File: src/rtl/hive_pc_vect_ring.sv
// hive_pc_vect_ring: per-thread PC, ISR return PC and in-service state with vectored next-PC selection
module hive_pc_vect_ring #(
  parameter int THREADS = 8,
  parameter int PC_W = 16,
  parameter logic [PC_W-1:0] CLT_BASE = 'h0000,
  parameter logic [PC_W-1:0] IRQ_BASE = 'h0040,
  parameter int VECT_SPC = 8
) (
  input  logic                       clk_i,
  input  logic                       rst_i,
  input  logic [$clog2(THREADS)-1:0] id_i,
  input  logic                       clt_i,
  input  logic                       irq_i,
  input  logic                       irt_i,
  input  logic                       jmp_i,
  input  logic [PC_W-1:0]            jmp_addr_i,
  input  logic                       brn_i,
  input  logic [PC_W-1:0]            brn_ofs_i,
  output logic [PC_W-1:0]            pc_o,
  output logic [$clog2(THREADS)-1:0] id_o,
  output logic                       vect_o,
  output logic [THREADS-1:0]         insvc_o,
  output logic                       irq_er_o,
  output logic                       irt_er_o
);
  localparam int VS_SH = $clog2(VECT_SPC);
  logic [PC_W-1:0] pc [THREADS];
  logic [PC_W-1:0] rpc [THREADS];
  logic [THREADS-1:0] insvc;
  logic [PC_W-1:0] cur, npc, ofs, nxt;
  logic in_t, irq_ok, irq_er, irt_ok, irt_er;
  always_comb begin
    cur = pc[id_i];
    in_t = insvc[id_i];
    ofs = PC_W'(id_i) << VS_SH;
    npc = jmp_i ? jmp_addr_i : brn_i ? cur + PC_W'(1) + brn_ofs_i : cur + PC_W'(1);
    irq_ok = irq_i & ~in_t & ~clt_i;
    irq_er = irq_i & in_t & ~clt_i;
    // a rejected irq does not block an irt issued in the same slot
    irt_ok = irt_i & in_t & ~clt_i;
    irt_er = irt_i & ~in_t & ~clt_i & ~irq_i;
    nxt = clt_i ? CLT_BASE + ofs : irq_ok ? IRQ_BASE + ofs : irt_ok ? rpc[id_i] : npc;
  end
  always_ff @(posedge clk_i or posedge rst_i) begin
    if (rst_i) begin
      for (int i = 0; i < THREADS; i++) begin
        pc[i] <= '0;
        rpc[i] <= '0;
      end
      insvc <= '0;
      pc_o <= '0;
      id_o <= '0;
      vect_o <= 1'b0;
      irq_er_o <= 1'b0;
      irt_er_o <= 1'b0;
    end else begin
      pc[id_i] <= nxt;
      if (clt_i) rpc[id_i] <= '0;
      else if (irq_ok) rpc[id_i] <= npc;
      if (clt_i | irt_ok) insvc[id_i] <= 1'b0;
      else if (irq_ok) insvc[id_i] <= 1'b1;
      pc_o <= nxt;
      id_o <= id_i;
      vect_o <= clt_i | irq_ok;
      irq_er_o <= irq_er;
      irt_er_o <= irt_er;
    end
  end
  assign insvc_o = insvc;
endmodule

File: config.mk
export PLATFORM = sky130hd
export DESIGN_NAME = hive_pc_vect_ring
export DESIGN_NICKNAME = d
export VERILOG_FILES = /design/src/rtl/hive_pc_vect_ring.sv
export SDC_FILE = /design/constraint.sdc
export NUM_CORES = 1
export LEC_CHECK = 0
export BUFFER_PORTS_ARGS = -buffer_cell sky130_fd_sc_hd__buf_2
export CAP_MARGIN = 20
export CORE_MARGIN = 4
export CORE_UTILIZATION = 60
export DETAILED_ROUTE_END_ITERATION = 16
export PLACE_DENSITY_LB_ADDON = 0.08
export SLEW_MARGIN = 20
export SYNTH_ARGS = -nofsm -noshare
export SYNTH_HDL_FRONTEND = slang
export SYNTH_SLANG_ARGS = --single-unit
File: constraint.sdc
create_clock -name clk_i -period 11 [get_ports clk_i]
set_input_delay 0.55 -clock clk_i [delete_from_list [all_inputs] [get_ports clk_i]]
set_output_delay 0.55 -clock clk_i [all_outputs]
set_load 0.01 [all_outputs]
* After elaboration in Yosys (flattened, before gate mapping) *
Index checks and enable logic that the tools add are counted.

word-level totals
  output and inout bits = 30
  register bits after elaboration = 286

cells by class
  add/sub/neg operators = 3
  reduce and logical (&&, ||, !) cells = 4
  multiplexer cells = 23
  magnitude comparators = 4
  bitwise operators = 20

operator list
  operator               number
  $bwmux 128             2
  $mux 128               2
  $mux 16                10
  $and 128x128->128      1
  $not 128->128          1
  $bmux 16 s3            2
  $demux 16 s3           1
  $add 16x1->16 const B  1
  $add 16x16->16         1
  $mux 8                 2
  $and 1x1->1            9
  $add 7x6->8 const A    1
  $and 8x8->8            1
  $not 8->8              1
  $or 8x8->8             1
  $ge 4x4->1 const B     1
  $lt 3x4->1 const B     1
  $lt 4x1->1 const B     1
  $not 3->4              1
  $reduce_bool 2->1      2
  $bmux 1 s3             1
  $demux 1 s3            1
  $ge 3x1->1 const B     1
  $not 1->1              3
  3 further kinds        6

* Logic depth before layout (Yosys ltp) *
Gate-level depths: netlist of run 1.

  depth after elaboration = 12
  mapped depth = 21

* Worst setup path after synthesis of run 1 *
Ideal clock, no wire load.

  path kind = in2reg
  start = input id_i[0]
  end = register pc[111] (netlist bit)
  setup time = 0.139 ns
  required time = 10.861 ns
  arrival = 4.551 ns
  buffers on the path = 3
  setup slack = 6.310 ns
  stages on the path = 20
  cells stage by stage = buf_4 -> buf_6 -> clkinv_1 -> buf_2 -> mux2i_1 -> inv_1 -> ha_1 -> inv_1 -> nor2_1 -> nand3b_1 -> xor2_1 -> ha_1 -> o21a_1 -> o211ai_1 -> a2111oi_0 -> o31ai_1 -> o21a_1 -> o21ba_2 -> nor4_4 -> o21ai_0

on the way
  longest elaborated chain between the ends = 12
  elaborated cells on any way between the ends = 27
  those cells by class = 2 x add/sub; 2 x order compare; 16 x mux; 6 x bitwise; 1 x reduce/logical

RTL lines
  item                                         line        text
  start: declaration                           11          input logic [$clog2(THREADS)-1:0] id_i,
  $not 3->4 (not written as such)              33, 42, 57
  $bmux 16 s3                                  33          cur = pc[id_i];
  $mux 16 (not written as such) (2 in series)  33
  $add 16x1->16                                36          npc = jmp_i ? jmp_addr_i : brn_i ? cur + PC_W'(1) + brn_ofs_i : cur + PC_W'(1);
  $add 16x16->16                               36
  $mux 16 (2 in series)                        36
  $mux 16 (3 in series)                        42          nxt = clt_i ? CLT_BASE + ofs : irq_ok ? IRQ_BASE + ofs : irt_ok ? rpc[id_i] : npc;
  $bwmux 128 (*)                               57          pc[id_i] <= nxt;
  end signal: indexed assignment               57
  end: declaration                             27          logic [PC_W-1:0] pc [THREADS];

Every way passes the cells marked *; elsewhere a longest branch is shown, timed or not. The select of a mux whose other input is x is not followed.
A chain may end at the register's enable or synchronous reset.

* Worst setup path after layout of run 1 *
  start = input id_i[0]
  end = register pc[79] (netlist bit)

Same word-level chain as after synthesis.

==> metrics.md, run 1 <==
| Metric | Value |
|---|---|
| Outcome | finished clean |
| R2R Path Start | pc[32] |
| Mean Syn Cell Area | 9.78 µm² |
| Cell variety after synth | 74 |
| Final setup margin | 5.37 ns |
| Final Hold Fails | 0 |
| Cell area after layout | 15400 µm² |
| Clk slew on worst S/H paths | 0.06 ns |
| Period Utilization, post-route | 51.2% |
| GRT overflow | 0 |
| F_max | 178 MHz |
| Pre-CTS setup slack | 5.02 ns |
| Post-route DRC | 0 |
| Critical Path Source Type | input port |
| Core ar. | 22800 µm² |
| Setup repair bufs after CTS | 0 |
| Worst slew margin | 34.2% |
| Port-buffer cells | 71 |
| Pin count of the biggest net entering global routing | 167 |
| Endpoints failing setup | 0 |
| Routed WL | 42000 µm |
| Worst VDD drop | 146 µV |
| Core Rows | 55 |
| Nets | 1515 |
| Antenna fix cells | 0 |
| Total power | 3.13 mW |
| Crit end category | register |
| Final TNS setup | 0 ns |
| Worst Setup Path Type | input port to register |
| TritonCTS Buffers | 29 |
| DIE AREA | 25700 µm² |
| CP Data Required Time | 11.42 ns |
| Worst hold path type | input port to asynchronous set/reset pin |
| Worst-margin pin slew | 0.987 ns |
| Detail Route Antenna Nets | 0 |
| Max FO, Critical Path | 35 |
| CTS Root Cell | clkbuf_16 |
| Vias | 11856 |
| Worst skew pair latency | 0.56 ns |
| Fin util | 67.7% |
| Length of the first detailed-routing pass in iterations | 6 |
| Antenna violations before repair | 0 |
| Power density cells | 203 nW/µm² |
| First-pass GRT wire length | 66000 µm |
| Area growth, synth to finish | 10.5% |
| Via density | 6.63 |
| Initial Utilization | 61.2% |
| Drt wl/cell | 23.5 µm |
| Clk sinks | 286 |
| Die H | 160 µm |
| I/O Pins | 72 |
| Gpl congestion | 0.995 |
| Cts repair resizes | 0 |
| Pleak | 6.86 nW |
| # fillers | 1844 |
| RSZ-0062 raised after global routing | false |
| Crit path DAT | 6.05 ns |
| Async S/R FF share, synth | 100% |
| Post-CTS Hold Buffers | 0 |
| Vias in the first global route | 11309 |
| Synthesized area | 13900 µm² |
| Synth Instances | 1426 |
| DRT iter0 DRCs | 1485 |
| Area after DPL | 14500 µm² |
| Syn_nets | 1487 |
| CTS tree | built |
| Seq/Total Area, Yosys | 51.3% |
| Final HPWL DP | 27000 µm |
| Crit path time final | 5.63 ns |
| Max Cap Viol | 0 |
| FF+latch count, synth | 286 |
| Die X-Extent | 160 µm |
| GRT Overall Usage | 32.5% |
| Htree depth | 1 |
| Final slew viol count | 0 |
| Post-synth EDFFs | 0 |
| Ratio of cells with drive above 1 in the final layout | 13.4% |
| CTS Buffer Depth | 3 |
| Clock skew | 0.0109 ns |
| CP startpoint | id_i[0] |
| Synth Warn # | 0 |
| Top FF cell, synth | dfrtp_1 |
## metrics by stage
stage / hold WS (ns) / instances
3_5_place_dp: 0.462 / 1736
6_report: 0.151 / 1787
4_1_cts: 0.200 / 1787
5_1_grt: 0.207 / 1787
3_3_place_gp: 0.455 / 1736
2_1_floorplan: 0.443 / 1426
## cells in the final DEF (no fill, tap or decap), types with 9 or more instances in the layout
master     instances
o22a_1            11
o41ai_1            9
nor3_1            14
nor2_1            71
inv_1             17
o31ai_1           28
nand2_1          288
o21ai_0          194
mux2i_1           16
clkbuf_1           9
o22ai_1           42
o21ai_1           11
clkbuf_16         29
clkbuf_8           9
a22oi_1           20
buf_4             23
ha_1              18
nand4_1           11
a21oi_1           51
dfrtp_1          286
nand3_1           15
mux4_2            31
buf_2             71
and2_1            10
xor2_1            11
a22o_1            18
o21a_1            13
## cell usage after synthesis (5+ instances only)
cell type | instances | share of area (%)
nand2_1 | 292 | 7.9
dfrtp_1 | 286 | 51
o21ai_0 | 194 | 7.0
nor2_1 | 71 | 1.9
clkbuf_1 | 54 | 1.5
a21oi_1 | 51 | 1.8
o22ai_1 | 42 | 1.9
mux4_2 | 31 | 5.0
o31ai_1 | 28 | 1.5
buf_2 | 24 | 0.86
a22oi_1 | 20 | 1.1
a22o_1 | 18 | 1.1
ha_1 | 18 | 1.6
inv_1 | 18 | 0.48
mux2i_1 | 16 | 1.1
nand3_1 | 16 | 0.57
nor3_1 | 14 | 0.50
o21a_1 | 13 | 0.70
nand4_1 | 11 | 0.49
o21ai_1 | 11 | 0.39
o22a_1 | 11 | 0.69
xor2_1 | 11 | 0.69
and2_1 | 10 | 0.45
buf_4 | 9 | 0.48
nand2b_1 | 9 | 0.40
o41ai_1 | 9 | 0.57
buf_1 | 8 | 0.22
nor3b_1 | 8 | 0.43
nor4_1 | 8 | 0.36
a21o_1 | 7 | 0.38
a31oi_1 | 7 | 0.31
nor2b_1 | 7 | 0.31
o211ai_1 | 7 | 0.38
nand3b_1 | 6 | 0.32
o221ai_1 | 6 | 0.38
a221oi_1 | 5 | 0.31
xnor2_1 | 5 | 0.31
## cell type report
type	count	area [µm²]	area share, %
tap	313	392	2.54
sequential	286	7160	46.4
clock buffer	47	883	5.73
inverter	22	90.1	0.584
clock inverter	4	73.8	0.479
timing repair buffer	95	548	3.56
multi-input combinational	1020	6270	40.7
## sequential cells by signal (all words and copies together) (netlist names), named ones only
name and flops:
rpc 128, pc 128, vect_o 1, id_o 3
irt_er_o 1, irq_er_o 1, pc_o 16
## routing by layer
layer	track usage (%)	wire length [µm]
met2	49.2	18700
met4	7.90	1070
met1	49.3	17800
met5	0	0
met3	6.00	4410
## cell families after synthesis
logic type / count (synthesis) / share of synthesized area (%)
buffers and inverters: 120 / 3.85
AND/OR/NAND/NOR: 477 / 15.1
adder cells (fa/ha/maj): 19 / 1.76
flip-flops: 286 / 51.3
XOR/XNOR: 16 / 1.00
AO/OA/AOI/OAI: 458 / 20.6
multiplexers: 50 / 6.40
## path summary, 6_finish.rpt
kind / end / slack (ns) / cells past startpoint
hold / removal: rpc[64] / 0.15 / 2
setup reg to reg: pc[79] / 5.92 / 16
setup / recovery: pc[79] / 5.37 / 19
max in group asynchronous: pc[43] / 9.42 / 3
hold reg to reg: rpc[103] / 0.48 / 2
min in group clk_i: irt_er_o / 0.26 / 2
## power by group
group          total [mW]  switching (mW)  leakage [nW]  internal (mW)
logic               0.758           0.475          2.68          0.283
registers            1.38           0.122          3.71           1.25
clock network       0.998           0.408         0.469          0.590
total                3.13            1.01          6.86           2.13
## worst max-delay path, cell delays in order
cell and delay, ns:
buf_2 0.07, buf_4 0.45, clkinv_1 0.66, mux2i_1 0.32, inv_1 0.09, ha_1 0.18
inv_1 0.08, nor2_1 0.34, nand3b_1 0.18, xor2_1 0.21, ha_1 0.38, o21a_1 0.15
o211ai_1 0.12, a2111oi_0 0.83, o31ai_1 0.27, o21a_1 0.23, o21ba_2 0.24, nor4_4 0.49
o21ai_0 0.18
No activity file was read; power rests on OpenSTA's default activity.
==> run 2, diff against run 1 <==
--- a/config.mk
+++ b/config.mk
@@ -8,7 +8,7 @@
 export BUFFER_PORTS_ARGS = -buffer_cell sky130_fd_sc_hd__buf_2
 export CAP_MARGIN = 20
 export CORE_MARGIN = 4
-export CORE_UTILIZATION = 60
+export CORE_UTILIZATION = 56
 export DETAILED_ROUTE_END_ITERATION = 16
 export PLACE_DENSITY_LB_ADDON = 0.08
 export SLEW_MARGIN = 20
==> constraint.sdc (replaced) <==
create_clock -name clk_i -period 4.75 [get_ports clk_i]
set_input_delay 0.2375 -clock clk_i [delete_from_list [all_inputs] [get_ports clk_i]]
set_output_delay 0.2375 -clock clk_i [all_outputs]
set_load 0.01 [all_outputs]
==> run 2 against run 1 <==
Against the previous run: die area grew 6.8%; core utilization shrank 2.2 points; critical endpoint is now pc[47]; largest cell class unchanged; flip-flop and latch count is the same.
==> metrics.md, run 2 (synthesis gave the netlist of run 1 again) <==
| Metric | Value |
|---|---|
| CP Data Required Time | 5.17 ns |
| Pin count of the biggest net entering global routing | 123 |
| R2r setup slk | 0.32 ns |
| Outcome | finished clean |
| Vias in the first global route | 11675 |
| Length of the first detailed-routing pass in iterations | 5 |
| Max FO, Critical Path | 12 |
| Crit path DAT | 4.94 ns |
| Initial Utilization | 57.2% |
| Final slew viol count | 0 |
| Antenna violations before repair | 0 |
| Ratio of cells with drive above 1 in the final layout | 16.7% |
| Max Cap Viol | 0 |
| Worst slew margin | 31.4% |
| Worst Setup Path Type | input port to register |
| Antenna fix cells | 0 |
| Clk slew on worst S/H paths | 0.06 ns |
| GRT Overall Usage | 31.9% |
| RSZ-0062 raised after global routing | false |
| Worst skew pair latency | 0.56 ns |
| Endpoints failing setup | 0 |
| Worst hold path type | input port to register |
| DRT iter0 DRCs | 1362 |
| Area growth, synth to finish | 14.6% |
| F_max | 221 MHz |
| RR Endpoint | rpc[54] |
| DIE AREA | 27500 µm² |
| Final Hold Fails | 0 |
| R2R depth | 18 |
| CTS tree | built |
| Top flop regs | pc x128, rpc x128, pc_o x16 |
| Fin util | 65.5% |
| Pre-CTS setup slack | -0.113 ns |
| Via density | 6.46 |
| Crit end category | register |
| Hold EP | id_o[2] |
| Die H | 166 µm |
| Clk sinks | 286 |
| Drt wl/cell | 24.1 µm |
| Die X-Extent | 166 µm |
| Worst Hold Launch | id_i[2] |
| Htree depth | 1 |
| Power density cells | 476 nW/µm² |
| Worst VDD drop | 348 µV |
| Crit path time final | 4.52 ns |
| Pleak | 7.17 nW |
| Worst-margin pin slew | 1.03 ns |
| # fillers | 1999 |
| Detail Route Antenna Nets | 0 |
| Post-route DRC | 0 |
| Total power | 7.61 mW |
| Nets | 1562 |
| Port-buffer cells | 71 |
| Core ar. | 24400 µm² |
| Period Utilization, post-route | 95.2% |
| Gpl congestion | 0.918 |
| Core Rows | 57 |
| Commonest non-fill, non-tap cell in the layout | nand2_1 |
| First-pass GRT wire length | 69100 µm |
| Most frequent cells in the layout | nand2_1, dfrtp_1, o21ai_0, nor2_1, buf_2 |
| CTS Buffer Depth | 3 |
| CTS Root Cell | clkbuf_16 |
| Final setup margin | 0.228 ns |
| I/O Pins | 72 |
| TritonCTS Buffers | 29 |
| Critical Path Source Type | input port |
| GRT overflow | 0 |
| Clock skew | 0.0182 ns |
| Vias | 11931 |
| R2R Path Start | pc[64] |
| Final HPWL DP | 30100 µm |
| Hold depth | 1 |
| Routed WL | 44500 µm |
## run 2: changes by cell type in the layout (fill, tap and decap cells not counted), moves of 2 or more
cell           change
buf_4             +39
buf_12             +3
clkbuf_8           -2
clkinv_2           +6
bufinv_16          +5
clkbuf_1           -6
dlygate4sd3_1      +5
## run 2: area by class of cell
cell class	count	area, µm²	share of cell area (%)
flip-flops and latches	286	7160	44.8
multi-input cells	1020	6290	39.4
repair buffers	142	953	5.97
clock buffers	39	833	5.21
well taps	324	405	2.54
clock inverters	15	254	1.59
inverters	22	86.3	0.540
## run 2: report_power, final
group	switching [mW]	internal, mW	leakage [nW]
registers	0.286	2.90	3.71
logic	1.13	0.721	2.91
clock network	0.966	1.61	0.542
total	2.38	5.23	7.17
## run 2: per-stage QoR
stage | hold slack [ns] | TNS (ns) | std cells | area (µm²)
finish | 0.0275 | 0 | 1848 | 16000
global route | 0.0197 | 0 | 1848 | 16000
CTS | 0.0114 | 0 | 1847 | 16000
detailed placement | 0.263 | -0.710 | 1788 | 14800
global placement | 0.259 | 0 | 1788 | 14800
floorplan | 0.269 | 0 | 1426 | 14000
## run 2: what timing repair did
action                                  4_1_cts  5_1_grt
gates resized for setup                       0        8
endpoints found under the hold margin        19        0
setup buffers                                 0        1
endpoints found under the setup margin        0       57
hold buffers                                  5        0
## run 2: how the worst max path moves through the flow
stage	endpoint	start	depth (start not counted)
2_1_floorplan	pc[111]	id_i[0]	20
3_3_place_gp	pc[15]	id_i[1]	18
3_5_place_dp	pc[47]	id_i[1]	18
4_1_cts	pc[47]	id_i[0]	19
5_1_grt	rpc[127]	id_i[0]	17
6_report	pc[47]	id_i[0]	18
## run 2: routing by layer
metal / track usage (%) / vias to the layer above / part of all wire [%]
met5: 0 / - / 0
met4: 10.3 / 0 / 3.5
met3: 6.05 / 113 / 9.5
met2: 49.2 / 596 / 45
met1: 46.3 / 5922 / 42
li1: - / 5300 / -
## run 2: worst max-delay path, stage by stage
cell and delay [ns]:
dlygate4sd3_1 0.54, clkbuf_4 0.25, buf_4 0.26, buf_4 0.23, nor2b_1 0.08, a221o_1 0.35
a221o_1 0.38, xnor2_1 0.31, ha_1 0.35, a21oi_1 0.24, o221ai_1 0.17, or3_1 0.34
o31ai_2 0.31, nor4_1 0.10, o21a_1 0.26, nor4_4 0.21, buf_4 0.19, o21ai_0 0.11
